## src/rtl/barcode_rdr_pkg.sv

```systemverilog
// Shared line-follower types and constants used by the barcode reader.
package line_follower_pkg;

    typedef enum logic [1:0] {BC_IDLE, BC_START, BC_WAIT_FALL, BC_SAMPLE} bc_state_t;

    localparam int BC_CNT_W = 22;
    localparam logic [1:0] ID_PREFIX = 2'b00;

    function automatic logic id_accept(input logic [7:0] frame);
        return frame[7:6] == ID_PREFIX;
    endfunction

endpackage

```

## src/rtl/barcode_rdr_if.sv

```systemverilog
// Sensor line plus the ID / ID_vld / clr_ID_vld handshake to the command controller.
interface barcode_rdr_if;

    logic       BC;
    logic       clr_ID_vld;
    logic [7:0] ID;
    logic       ID_vld;

    modport master (input BC, input clr_ID_vld, output ID, output ID_vld);
    modport slave  (output BC, output clr_ID_vld, input ID, input ID_vld);

endinterface

```

## src/rtl/barcode_rdr_sync.sv

```systemverilog
// Two-flop synchronizer for the barcode line with falling-edge detect; preset high.
module bc_sync (
    input  logic clk,
    input  logic rst_n,
    input  logic bc,
    output logic bc_s,
    output logic bc_fall
);

    logic sync1_q;
    logic sync2_q;
    logic prev_q;

    always_ff @(posedge clk or negedge rst_n) begin
        if (!rst_n) begin
            sync1_q <= 1'b1;
            sync2_q <= 1'b1;
            prev_q  <= 1'b1;
        end else begin
            sync1_q <= bc;
            sync2_q <= sync1_q;
            prev_q  <= sync2_q;
        end
    end

    assign bc_s    = sync2_q;
    assign bc_fall = prev_q & ~sync2_q;

endmodule

```

## src/rtl/barcode_rdr.sv

```systemverilog
// Self-calibrating barcode reader: measures the start-bit period, samples 8 data bits
// one period after each falling edge, and publishes frames with a 2'b00 prefix as station IDs.
module barcode_rdr
    import line_follower_pkg::*;
#(
    parameter int CNT_W = BC_CNT_W
) (
    input  logic          clk,
    input  logic          rst_n,
    barcode_rdr_if.master bus
);

    localparam logic [CNT_W-1:0] CNT_ONE = {{(CNT_W-1){1'b0}}, 1'b1};

    logic bc_s;
    logic bc_fall;

    bc_state_t        state_q;
    logic [CNT_W-1:0] period_q;
    logic [CNT_W-1:0] smpl_cnt_q;
    logic [2:0]       bit_cnt_q;
    logic [7:0]       shft_q;
    logic [7:0]       shft_d;
    logic             eval_q;
    logic [7:0]       id_q;
    logic             id_vld_q;

    bc_sync u_sync (
        .clk     (clk),
        .rst_n   (rst_n),
        .bc      (bus.BC),
        .bc_s    (bc_s),
        .bc_fall (bc_fall)
    );

    assign shft_d = {shft_q[6:0], bc_s};

    always_ff @(posedge clk or negedge rst_n) begin
        if (!rst_n) begin
            state_q    <= BC_IDLE;
            period_q   <= '0;
            smpl_cnt_q <= '0;
            bit_cnt_q  <= '0;
            shft_q     <= '0;
            eval_q     <= 1'b0;
            id_q       <= '0;
            id_vld_q   <= 1'b0;
        end else begin
            eval_q <= 1'b0;
            case (state_q)
                BC_IDLE: begin
                    if (bc_fall) begin
                        period_q <= '0;
                        state_q  <= BC_START;
                    end
                end
                BC_START: begin
                    if (bc_s) begin
                        bit_cnt_q <= '0;
                        state_q   <= BC_WAIT_FALL;
                    end else if (&period_q) begin
                        // Line stuck low: give up on this frame, outputs untouched.
                        state_q <= BC_IDLE;
                    end else begin
                        period_q <= period_q + CNT_ONE;
                    end
                end
                BC_WAIT_FALL: begin
                    if (bc_fall) begin
                        smpl_cnt_q <= '0;
                        state_q    <= BC_SAMPLE;
                    end
                end
                BC_SAMPLE: begin
                    if (smpl_cnt_q == period_q) begin
                        shft_q    <= shft_d;
                        bit_cnt_q <= bit_cnt_q + 3'd1;
                        if (bit_cnt_q == 3'd7) begin
                            eval_q  <= 1'b1;
                            state_q <= BC_IDLE;
                        end else begin
                            state_q <= BC_WAIT_FALL;
                        end
                    end else begin
                        smpl_cnt_q <= smpl_cnt_q + CNT_ONE;
                    end
                end
                default: state_q <= BC_IDLE;
            endcase

            // A frame landing in the same cycle as the acknowledge keeps ID_vld set.
            if (eval_q && id_accept(shft_q)) begin
                id_q     <= shft_q;
                id_vld_q <= 1'b1;
            end else if (bus.clr_ID_vld) begin
                id_vld_q <= 1'b0;
            end
        end
    end

    assign bus.ID     = id_q;
    assign bus.ID_vld = id_vld_q;

endmodule

```

## src/flat_wrapper.sv

```systemverilog
// flat-port wrapper written by rule: the top's interface ports become plain ports
module barcode_rdr_flat import line_follower_pkg::*;
#(
    parameter int CNT_W = BC_CNT_W
)
  (clk, rst_n, bus_BC, bus_clr_ID_vld, bus_ID, bus_ID_vld);
  barcode_rdr_if bus_i ();
  input  logic clk;
  input  logic rst_n;
  input wire logic [$bits(bus_i.BC)-1:0] bus_BC;
  input wire logic [$bits(bus_i.clr_ID_vld)-1:0] bus_clr_ID_vld;
  output wire logic [$bits(bus_i.ID)-1:0] bus_ID;
  output wire logic [$bits(bus_i.ID_vld)-1:0] bus_ID_vld;
  assign bus_i.BC = bus_BC;
  assign bus_i.clr_ID_vld = bus_clr_ID_vld;
  assign bus_ID = bus_i.ID;
  assign bus_ID_vld = bus_i.ID_vld;
  barcode_rdr #(.CNT_W(CNT_W)) u_core (.clk(clk), .rst_n(rst_n), .bus(bus_i));
endmodule
```

## config.mk

```make
export PLATFORM = sky130hd
export DESIGN_NAME = barcode_rdr_flat
export DESIGN_NICKNAME = d
export VERILOG_FILES = /design/src/rtl/barcode_rdr_pkg.sv /design/src/rtl/barcode_rdr_if.sv /design/src/rtl/barcode_rdr_sync.sv /design/src/rtl/barcode_rdr.sv /design/src/flat_wrapper.sv
export SDC_FILE = /design/constraint.sdc
export NUM_CORES = 1
export LEC_CHECK = 0
export CORE_ASPECT_RATIO = 1.2
export CORE_MARGIN = 2
export CORE_UTILIZATION = 60
export CTS_CLUSTER_DIAMETER = 60
export DETAILED_ROUTE_END_ITERATION = 10
export GPL_TIMING_DRIVEN = 0
export HOLD_SLACK_MARGIN = 0.03
export PLACE_DENSITY = 0.89
export SLEW_MARGIN = 20
export SYNTH_ARGS = -nofsm -noshare
export SYNTH_HDL_FRONTEND = slang
export SYNTH_SLANG_ARGS = --single-unit
export TNS_END_PERCENT = 50
```

## constraint.sdc

```tcl
create_clock -name clk -period 5.8 [get_ports clk]
set_input_delay 1.45 -clock clk [delete_from_list [all_inputs] [get_ports clk]]
set_output_delay 1.45 -clock clk [all_outputs]
set_load 0.1 [all_outputs]
```

==> results.py <==
metrics = {
    "outcome": {
        "status": "completed",
    },
    "timing": {
        "setup_slack_ns": 2.46,
        "period_share": 0.576,
        "max_freq_mhz": 299,
        "finalClockSkew_ns": 0.00658,
        "tns_ns": 0,
        "rsz0062_at_grt": "false",
        "min_period_ns": 3.34,
        "slew_viol_final": 0,
        "max_slew.worst_pin.slew_ns": 0.969,
        "slew_headroom": 0.352,
        "finalSetupViolCount": 0,
        "finalHoldViolations": 0,
    },
    "layout": {
        "n_antenna_cell": 0,
        "drive_above_1_share": 0.143,
        "seqCellArea_sq_um": 1760,
        "multiInputGateArea_sq_um": 1930,
        "nFillCells": 451,
        "area_growth_pct": 11.5,
        "final_nets": 437,
    },
    "drt": {
        "ant_nets": 0,
        "dr.pass1.iters": 5,
        "drt_wl_total_mm": 9.62,
        "post_drt_wl_per_cell_um": 18.6,
        "drtIter0Drc": 516,
        "num_vias": 3421,
        "routed_via_density": 6.63,
        "drc_errors": 0,
    },
    "pwr": {
        "p_per_area_nw_per_um2": 366,
        "leakage_nw": 1.86,
        "irDropWorstVdd_v": 0.000258,
    },
    "global_route": {
        "grt_first_pass_wirelength_mm": 15.9,
        "grt_max_degree": 56,
        "grt_overflow": 0,
        "grt_pass1_vias": 3305,
        "grt_use_total": 0.290,
        "antenna_found_initial": 0,
    },
    "setup_path": {
        "critPathMaxStageDelay_ns": 1.15,
        "crit_buf_inv": 1,
        "critPathKind": "flop to output port",
        "reg2reg_to": "u_core.smpl_cnt_q[16]",
        "critPathSlowestCell": "clkdlybuf4s50_1",
        "r2r-start": "u_core.smpl_cnt_q[14]",
        "crit_fanout": 2,
        "reg2reg_slack_ns": 3.36,
        "crit_chain": "clkdlybuf4s50_1",
        "path_delay_family": "buffers and inverters",
        "required_ns": 4.35,
        "worstPathArrival_ns": 1.89,
        "endpoint_kind": "output port",
        "reg2regPathDepth": 8,
        "start_kind": "flop",
    },
    "floorplan": {
        "io_pins": 13,
        "fp-row-count": 31,
        "core_area_sq_um": 6130,
        "fp.dieW_um": 77.1,
        "initial_core_util": 0.628,
        "die_area_sq_um": 7070,
        "die_y_um": 91.7,
    },
    "synth": {
        "synth_area_sq_um": 3850,
        "synth_area_leaders": "dfrtp_1, o21ai_0, xnor2_1, nand2_1, mux2_2",
        "synthFlopType": "dfrtp_1",
        "synth-async-reset-ratio": 1.00,
        "synth_nets": 413,
        "ys_ff_latch": 70,
        "synth_edf_count": 0,
        "synth.distinct_cells": 55,
        "netlist_instances": 405,
        "netlist.area_leader.share": 0.436,
        "postSynthAreaPerCell_sq_um": 9.50,
        "synth_top_area_cell": "dfrtp_1",
        "seq_area_frac_synth": 0.456,
        "yosysWarnings": 0,
    },
    "placement": {
        "dp_slack_ns": 2.87,
        "place_congestion": 0.905,
        "io_buffers": 12,
        "hpwl_mm": 6.63,
    },
    "clock_network": {
        "cts_buffers": 9,
        "holdBufCountCts": 0,
        "clk_path_buf_depth": 2,
        "post_cts_buffers": 0,
        "cts_resized": 0,
        "clk_latency_ns": 0.36,
        "cts-root-buf": "clkbuf_8",
        "htree_num_levels": 3,
        "clk_pin_slew_ns": 0.07,
        "cts_tree": "built",
        "clock-sinks": 70,
    },
    "job": {
        "cap_violations": 0,
    },
    "worst_hold_path": {
        "hold_start": "u_core.u_sync.sync1_q",
        "hold_depth": 0,
        "hp-class": "flop to flop",
        "hold_path_end": "u_core.u_sync.bc_s",
    },
}
==> synth_stat cells, types with 3 or more instances <==
cell type,number
a211oi_1,3
a21o_1,6
a21oi_1,9
a31oi_1,8
and2_1,6
and3_1,11
and4_1,3
buf_2,11
buf_6,3
clkbuf_1,11
dfrtp_1,67
dfstp_2,3
ha_1,4
inv_1,9
mux2_2,14
nand2_1,43
nand3_1,22
nand4_1,12
nor2_1,22
nor4_1,7
o21ai_0,45
o311ai_0,3
o31ai_1,12
o41ai_1,3
or2_2,3
or3_1,3
or4_1,3
xnor2_1,22
==> stage by stage <==
step / hold WS, ns / total power, mW / std cells / utilization / instance area (sq um)
after floorplan: 0.345 / 1.00 / 405 / - / 3850
after global placement: 0.346 / 1.15 / 499 / 0.664 / 4070
after detailed placement: 0.349 / 1.17 / 500 / 0.668 / 4100
after CTS: 0.360 / 1.56 / 516 / 0.699 / 4290
after global routing: 0.366 / 1.64 / 516 / 0.700 / 4290
final: 0.359 / 1.57 / 516 / 0.700 / 4290
==> sequential cells by signal, summed over array words and instances (netlist names) <==
name,cells
u_core.bus.ID_vld,1
u_core.bit_cnt_q,3
u_core.smpl_cnt_q,22
u_core.u_sync.sync1_q,1
u_core.period_q,22
u_core.shft_q,8
u_core.bus.ID,8
u_core.eval_q,1
u_core.u_sync.prev_q,1
u_core.u_sync.bc_s,1
u_core.state_q,2
==> power by group <==
| group | switching (mW) | total, mW | internal, mW |
|---|---|---|---|
| logic | 0.398 | 0.581 | 0.183 |
| clock network | 0.188 | 0.383 | 0.195 |
| registers | 0.0538 | 0.605 | 0.551 |
==> logic make-up after synthesis <==
family | synth area share
AND/OR/NAND/NOR | 0.208
flip-flops | 0.456
buffers and inverters | 0.0445
XOR/XNOR | 0.0501
adder cells (fa/ha/maj) | 0.0130
multiplexers | 0.0462
AO/OA/AOI/OAI | 0.182
==> final cells by class <==
cell class | instances | share of cell area
Timing Repair Buffer | 13 | 0.0338
Clock inverter | 7 | 0.0152
Buffer | 26 | 0.0321
Multi-Input combinational cell | 300 | 0.449
Inverter | 9 | 0.00787
Tap cell | 82 | 0.0239
Clock buffer | 9 | 0.0289
Sequential cell | 70 | 0.409
==> worst max path at each step <==
stage	slack (ns)	endpoint	start	cells past startpoint
2_1_floorplan	3.45	bus_ID_vld	u_core.bus.ID_vld	0
3_3_place_gp	1.04	u_core.smpl_cnt_q[19]	rst_n	1
3_5_place_dp	2.87	bus_ID[1]	u_core.bus.ID[1]	1
4_1_cts	2.44	bus_ID[1]	u_core.bus.ID[1]	1
5_1_grt	2.43	bus_ID[1]	u_core.bus.ID[1]	1
6_report	2.46	bus_ID[1]	u_core.bus.ID[1]	1
==> layout by cell type (no fill, tap or decap), types with 3 or more instances in the layout <==
master / Yosys / final
dfrtp_1: 67 / 67
o21ai_0: 45 / 45
nand2_1: 43 / 43
xnor2_1: 22 / 22
nor2_1: 22 / 22
nand3_1: 22 / 22
mux2_2: 14 / 14
nand4_1: 12 / 12
o31ai_1: 12 / 12
clkbuf_1: 11 / 11
buf_2: 11 / 11
and3_1: 11 / 11
clkdlybuf4s50_1: 0 / 11
inv_1: 9 / 9
a21oi_1: 9 / 9
clkbuf_8: 0 / 9
a31oi_1: 8 / 8
nor4_1: 7 / 7
and2_1: 6 / 6
a21o_1: 6 / 6
ha_1: 4 / 4
clkinv_2: 0 / 4
buf_6: 3 / 3
a211oi_1: 3 / 3
and4_1: 3 / 3
or3_1: 3 / 3
or2_2: 3 / 3
o311ai_0: 3 / 3
o41ai_1: 3 / 3
or4_1: 3 / 3
dfstp_2: 3 / 3
==> layer usage <==
layer | GRT usage | vias up | wire length [um]
li1 | - | 1537 | -
met1 | 0.362 | 1650 | 3850
met2 | 0.486 | 190 | 4670
met3 | 0.0404 | 44 | 733
met4 | 0.158 | 0 | 365
met5 | 0 | - | 0
Power figures use the tool's default switching activity.
